==> src/rtl/ber_monitor.sv <==
// Bit/frame error-rate monitor: queues transmitted words in a small reference FIFO,
// compares each decoded word against the oldest queued word and accumulates error statistics.
module ber_monitor #(
    parameter int DATA_W = 16,
    parameter int DEPTH  = 4,
    parameter int CNT_W  = 32
) (
    input  logic                         clk,
    input  logic                         rst,
    input  logic                         tx_valid,
    input  logic [DATA_W-1:0]            tx_data,
    input  logic                         rx_valid,
    input  logic [DATA_W-1:0]            rx_data,
    input  logic                         clear,
    output logic [CNT_W-1:0]             frame_cnt,
    output logic [CNT_W-1:0]             bit_err_cnt,
    output logic [CNT_W-1:0]             frame_err_cnt,
    output logic [$clog2(DATA_W+1)-1:0]  last_err_bits,
    output logic                         err_pulse,
    output logic [$clog2(DEPTH):0]       fifo_level,
    output logic                         overflow,
    output logic                         underflow
);
    localparam int AW = $clog2(DEPTH);
    localparam int LW = AW + 1;
    localparam int EW = $clog2(DATA_W + 1);
    localparam int SW = ((CNT_W > EW) ? CNT_W : EW) + 1;

    logic [DATA_W-1:0] r_mem [DEPTH];
    logic [AW-1:0]     r_wr_ptr, r_rd_ptr;
    logic [LW-1:0]     r_level;
    logic [CNT_W-1:0]  r_frame_cnt, r_bit_err_cnt, r_frame_err_cnt;
    logic [EW-1:0]     r_last_err_bits;
    logic              r_err_pulse, r_overflow, r_underflow;

    logic              w_full, w_empty, w_pop, w_push, w_has_err;
    logic [DATA_W-1:0] w_diff;
    logic [EW-1:0]     w_err_bits;

    // Adds with one spare bit; any carry out of CNT_W bits clamps to all-ones.
    function automatic logic [CNT_W-1:0] sat_add(input logic [CNT_W-1:0] a, input logic [EW-1:0] b);
        logic [SW-1:0] s;
        s = SW'(a) + SW'(b);
        return (s[SW-1:CNT_W] != '0) ? {CNT_W{1'b1}} : s[CNT_W-1:0];
    endfunction

    assign w_full  = (r_level == LW'(DEPTH));
    assign w_empty = (r_level == '0);
    // A pop frees a slot in the same cycle, so a full FIFO still accepts a push alongside it.
    assign w_pop   = rx_valid && !w_empty;
    assign w_push  = tx_valid && (!w_full || w_pop);
    assign w_diff  = rx_data ^ r_mem[r_rd_ptr];

    // NOTE: every variable written here gets a default first, so no latch is inferred.
    always_comb begin
        w_err_bits = '0;
        for (int i = 0; i < DATA_W; i++) begin
            w_err_bits = w_err_bits + EW'(w_diff[i]);
        end
    end

    assign w_has_err = (w_err_bits != '0);

    // NOTE: FIFO storage is deliberately not reset; the pointers and level define validity.
    always_ff @(posedge clk) begin
        if (!rst && w_push) begin
            r_mem[r_wr_ptr] <= tx_data;
        end
    end

    // NOTE: sequential state uses non-blocking assignments so all registers see pre-edge values.
    always_ff @(posedge clk) begin
        if (rst) begin
            r_wr_ptr        <= '0;
            r_rd_ptr        <= '0;
            r_level         <= '0;
            r_frame_cnt     <= '0;
            r_bit_err_cnt   <= '0;
            r_frame_err_cnt <= '0;
            r_last_err_bits <= '0;
            r_err_pulse     <= 1'b0;
            r_overflow      <= 1'b0;
            r_underflow     <= 1'b0;
        end else begin
            if (w_push) r_wr_ptr <= r_wr_ptr + 1'b1;
            if (w_pop)  r_rd_ptr <= r_rd_ptr + 1'b1;
            case ({w_push, w_pop})
                2'b10:   r_level <= r_level + 1'b1;
                2'b01:   r_level <= r_level - 1'b1;
                default: r_level <= r_level;
            endcase

            if (clear) begin
                r_frame_cnt     <= '0;
                r_bit_err_cnt   <= '0;
                r_frame_err_cnt <= '0;
                r_last_err_bits <= '0;
                r_err_pulse     <= 1'b0;
                r_overflow      <= 1'b0;
                r_underflow     <= 1'b0;
            end else begin
                if (w_pop) begin
                    r_frame_cnt     <= sat_add(r_frame_cnt, EW'(1));
                    r_bit_err_cnt   <= sat_add(r_bit_err_cnt, w_err_bits);
                    r_frame_err_cnt <= sat_add(r_frame_err_cnt, EW'(w_has_err));
                    r_last_err_bits <= w_err_bits;
                    r_err_pulse     <= w_has_err;
                end else begin
                    r_err_pulse     <= 1'b0;
                end
                if (tx_valid && w_full && !w_pop) r_overflow  <= 1'b1;
                if (rx_valid && w_empty)          r_underflow <= 1'b1;
            end
        end
    end

    assign frame_cnt     = r_frame_cnt;
    assign bit_err_cnt   = r_bit_err_cnt;
    assign frame_err_cnt = r_frame_err_cnt;
    assign last_err_bits = r_last_err_bits;
    assign err_pulse     = r_err_pulse;
    assign fifo_level    = r_level;
    assign overflow      = r_overflow;
    assign underflow     = r_underflow;
endmodule

==> config.mk <==
export PLATFORM = sky130hd
export DESIGN_NAME = ber_monitor
export DESIGN_NICKNAME = d
export VERILOG_FILES = /design/src/rtl/ber_monitor.sv
export SDC_FILE = /design/constraint.sdc
export NUM_CORES = 1
export LEC_CHECK = 0
export BUFFER_PORTS_ARGS = -buffer_cell sky130_fd_sc_hd__buf_2
export CORE_ASPECT_RATIO = 0.5
export CORE_MARGIN = 10
export CORE_UTILIZATION = 39
export CTS_CLUSTER_DIAMETER = 100
export DETAILED_ROUTE_END_ITERATION = 10
export SKIP_LAST_GASP = 1
export SLEW_MARGIN = 20
export SYNTH_ARGS = -nofsm -noshare
export SYNTH_HDL_FRONTEND = slang
export SYNTH_SLANG_ARGS = --single-unit
==> constraint.sdc <==
create_clock -name clk -period 8.5 [get_ports clk]
set_input_delay 0 -clock clk [delete_from_list [all_inputs] [get_ports clk]]
set_output_delay 0 -clock clk [all_outputs]
set_load 0.02 [all_outputs]
* After elaboration in Yosys (flattened, before gate mapping)
Memories as Yosys holds them, arrays and structs flattened. A register that Yosys moved wholly into a read port is not among the register bits.
Index checks and enable logic that the tools add are counted.
** Operators by class
- $add $sub $neg :: 22
- $mul :: 0
- Div/mod/pow operators :: 0
- $lt $le $gt $ge :: 0
- Equality and inequality tests :: 3
- Shifts and indexed selects :: 0
- Multiplexer cells :: 8
- Bitwise operators :: 2
- Reduce and logical (&&, ||, !) cells :: 16
** Operator list (count)
- 32-bit two-way mux :: 3
- 5-bit by 1-bit adder with 5-bit output :: 11
- 32-bit by 1-bit adder with 33-bit output :: 1
- 32-bit by 1-bit adder with 33-bit output, second input constant :: 1
- 32-bit by 5-bit adder with 33-bit output :: 1
- 16-bit bitwise XOR :: 1
- 1-bit logical AND :: 6
- 3-bit case mux with 2 select lines :: 1
- 4-bit by 1-bit adder with 5-bit output :: 1
- 5-bit nonzero test :: 1
- 2-bit by 1-bit adder with 2-bit output, second input constant :: 2
- 3-bit by 1-bit adder with 4-bit output :: 1
- 1-bit logical NOT :: 4
- 2-bit two-way mux :: 2
- 2-bit by 1-bit adder with 3-bit output :: 1
- 3-bit by 1-bit adder with 3-bit output, second input constant :: 1
- 3-bit == test, second input constant :: 1
- 3-bit logical NOT :: 1
- 3-bit OR reduction :: 1
- 3-bit by 1-bit subtractor with 3-bit output, second input constant :: 1
- 1-bit by 1-bit adder with 2-bit output :: 1
- 2-bit by 1-bit == test with 1-bit output, second input constant :: 1
- 2-bit == test, second input constant :: 1
- 1-bit two-way mux :: 2
- 4 further kinds :: 4
** Word-level totals
- Bits in registers :: 111
- Latch bits :: 0
- RAM bits :: 64
- Memory bits (read-only) :: 0
- Input port bits :: 37
- Output and inout port bits :: 107
- Logic and storage cells :: 62
- Memories :: 1
** Memory list
- r_mem :: depth 4, width 16, rd ports 1, clocked after Yosys merged registers in 1, wr ports 1, line 29 : logic [DATA_W-1:0] r_mem [DEPTH];

* Longest topological paths before layout
- Word-level depth :: 19
- Depth in mapped cells :: 23
- Depth with buffers taken out :: 21

* Worst setup path after synthesis
OpenSTA, ideal clock, no wires.
- Path type :: reg-to-reg
- Start :: reg with a tool-made name
- End :: reg r_frame_err_cnt[15] (netlist: frame_err_cnt[15])
- Arrival time :: 6.533 ns
- Data required time :: 8.430 ns
- Setup slack :: 1.897 ns
- Stages on the path, launching flop included :: 22
- Buffers on the path :: 2
- Period minus slack after synthesis :: 6.603 ns
- Path through :: dfxtp_1 > clkbuf_1 > buf_1 > mux4_2 > xor2_1 > fa_1 > fa_1 > fa_1 > inv_1 > fa_1 > inv_1 > ha_1 > fa_1 > xor2_1 > nor4_1 > nand2b_1 > ha_1 > o311ai_1 > nor3_1 > nand4_1 > xor2_1 > a21oi_1
** RTL lines
- end signal: assignment :: line 105 : r_frame_err_cnt <= sat_add(r_frame_err_cnt, EW'(w_has_err));
- end: declaration :: line 32 : logic [CNT_W-1:0] r_frame_cnt, r_bit_err_cnt, r_frame_err_cnt;

==> results.cfg <==
[run_status]
status = complete, no violations

[logic_synthesis]
synth_area_leaders = dfxtp_1 (28%), edfxtp_1 (23%), mux4_2 (4.4%), a21oi_1 (4.3%), xnor2_1 (4.3%)
ys_warn_count = 0
net_count_of_the_mapped_netlist = 833
synth.top_cell.area_share = 0.2756
synthesis.instances = 767
synth_seq_cells = 177
post_synth_num_cell_types = 52
async_reset_ff_frac = 0
synth_edf_count = 64
ys_dominant_reg_cell = dfxtp_1
syn_avg_cell_area_um2 = 10.70
synthDominantAreaCellType = dfxtp_1
syn_area_um2 = 8208
synth-seq-area-share = 0.5098

[drt]
detailed_route_wl_mm = 21.25
vias = 6333
ant_nets = 0
drt_first_pass_iters = 5
drt-vias-per-instance = 5.260
detailedRoute.firstIterationViolations = 406
remaining_drc_errors = 0
wl_per_cell_um = 17.65

[cts]
cts_tree = done
clock_latency_ns = 0.44
clock-sinks = 177
path_clk_slew_ns = 0.07
clk_root_buffer_cell = clkbuf_16
clock_path_buffers = 2
htreeDepth = 4
tritoncts.num_buffers = 17

[placement]
io_buffers = 143
dp_hpwl_mm = 14.92
dp_cells = 1153
gp_congestion = 0.8279

[floorplan]
area_of_the_core_um2 = 20600
boundaryPins = 144
initial_utilization = 0.3984
die_w_um = 225.2
placementRows = 37
fp.dieArea_um2 = 27600
die_height_um = 122.6

[sta]
setup_viol = 0
post-route-period-util = 0.8296
report.final.slew_viol_count = 0
layout_min_cycle_time_ns = 7.052
fmax_ghz = 0.1418
relSlewSlack = 0.3295
rsz0062_at_grt = no
final-hold-violation-count = 0
timing.setup.tns_ns = 0
clock-skew-final_ns = 0.01161
tightestPinTransition_ns = 1.006

[layout]
cell_count_final_fillers_out = 1204
areaGrowthSynthToFinish_pct = 21.25
share_of_final_layout_standard_cells_stronger_than_drive_strength_1 = 0.2213
final_net_count = 985
finish.utilization = 0.4831
fillCellCount = 1885
diodes = 0

[critical_path]
worst_case_register_to_register_setup_slack_ns = 1.45
worstReg2RegEnd = frame_err_cnt[15]
cp_endpoint = frame_err_cnt[15]
critical_path_peak_fanout = 9
timing_worst_setup_path_type = reg -> reg
end_kind = register
critPathRequiredTime_ns = 8.77
worst-endpoint-arrival_ns = 7.32
reg2regPathDepth = 20
crit_path_start_kind = register

[pwr]
power.density_cell_area_nw_per_um2 = 374.1
power_mw = 3.723
power.static_leakage_nw = 3.719
peakVddDrop_uv = 692.8

[flow_run]
max_cap_violations = 0

[global_route]
grt_pass1_vias = 6272
largest_net_degree_at_the_start_of_global_routing = 94
grt_use_total = 0.1551
first_pass_grt_wire_length_mm = 33.95
grt_antenna_before_repair = 0
globalRouteOverflowTotal = 0

[hold_path]
min_from = clear
timing.hold.worst.class = in -> reg
[registers in the layout, indices dropped and copies added, names as in the netlist, named ones only]
register       count
last_err_bits      5
r_mem             64
frame_cnt         32
overflow           1
frame_err_cnt     32
r_rd_ptr           2
r_wr_ptr           2
fifo_level         3
err_pulse          1
bit_err_cnt       32
underflow          1
[routing by layer]
layer / global-route usage / wire length, um / up-vias
li1: - / - / 3132
met1: 0.2020 / 9972 / 3071
met2: 0.2519 / 10200 / 107
met3: 0.03310 / 740 / 23
met4: 0.05786 / 345 / 0
met5: 0 / 0 / -
[synth_stat cells (all sizes together) (12+ instances only)]
cell type	count
fa	12
mux4	16
o21ai	15
a21oi	70
dfxtp	113
clkbuf	29
edfxtp	64
nand4	27
nor3	21
ha	17
xnor2	40
and2	13
nand3	44
nor2	37
nand2	41
inv	34
and3	13
xor2	39
nor4	15
a31oi	20
[layout make-up]
type | instances | area, um^2 | share of cell area
sequential | 177 | 4184 | 0.4204
tap | 273 | 341.6 | 0.03432
clock inverter | 13 | 145.1 | 0.01458
timing repair buffer | 169 | 960.9 | 0.09656
inverter | 34 | 127.6 | 0.01282
clock buffer | 18 | 429.2 | 0.04312
multi-input combinational | 520 | 3764 | 0.3782
[through the flow]
step	area (um^2)	worst slack (ns)	hold slack, ns
final	9952	1.448	0.06400
after global routing	9952	0.8880	0.08044
after floorplan	8208	1.897	0.09887
after CTS	9946	1.399	0.04412
after global placement	9171	1.605	0.2135
after detailed placement	9171	1.397	0.2193
[power by group]
part | total, mW | internal, mW | switching (mW) | leakage, nW
combinational | 1.96 | 0.813 | 1.14 | 1.95
clock | 0.785 | 0.455 | 0.329 | 0.276
sequential | 0.981 | 0.927 | 0.0540 | 1.49
total | 3.72 | 2.20 | 1.53 | 3.72
[timing repair]
item                                   CTS  global route
buffers inserted                         0             0
endpoints found under the hold margin   74             0
gates resized for setup                  0             0
hold buffers                            20             0
[how the worst min path moves through the flow]
stage | endpoint | cells past startpoint
5_1_grt | overflow | 4
4_1_cts | overflow | 4
6_report | overflow | 4
2_1_floorplan | r_mem[0][0] | 0
3_3_place_gp | r_mem[3][5] | 1
3_5_place_dp | r_mem[3][14] | 1
[worst max-delay path, stage by stage, from the launching register on]
cell and delay (ns):
dfxtp_1 0.66, buf_4 0.33, mux4_2 0.54, xor2_1 0.17, fa_1 0.52, fa_1 0.53
fa_1 0.56, inv_1 0.06, fa_1 0.53, inv_1 0.04, ha_1 0.21, fa_1 0.41
xor2_1 0.25, nor4_1 0.09, nand2b_1 0.16, ha_1 0.24, o311ai_1 0.24, nor3_1 0.82
nand4_1 0.26, xor2_1 0.19, a21oi_1 0.08
[kinds of logic (layout without fill, tap and decap cells)]
logic type	count (synthesis)	in the layout	share of synthesized area
and+or+nand+nor	252	252	0.1659
DFF	177	177	0.5098
AOI/OAI and AO/OA	142	142	0.1061
xor gates and xnor gates	79	79	0.08430
buffers and inverters	70	234	0.03247
adders and majority gates	29	29	0.05518
muxes	18	18	0.04634
[cell usage in the layout, fill, tap and decap left out, types with 26 or more instances in the layout]
master / synthesis / layout
buf_2: 3 / 143
nand3_1: 44 / 44
xor2_1: 39 / 39
a21oi_1: 70 / 70
nand2_1: 41 / 41
nand4_1: 26 / 26
inv_1: 33 / 33
dfxtp_1: 113 / 113
xnor2_1: 40 / 40
edfxtp_1: 64 / 64
nor2_1: 37 / 37
Power figures use the tool's default switching activity.
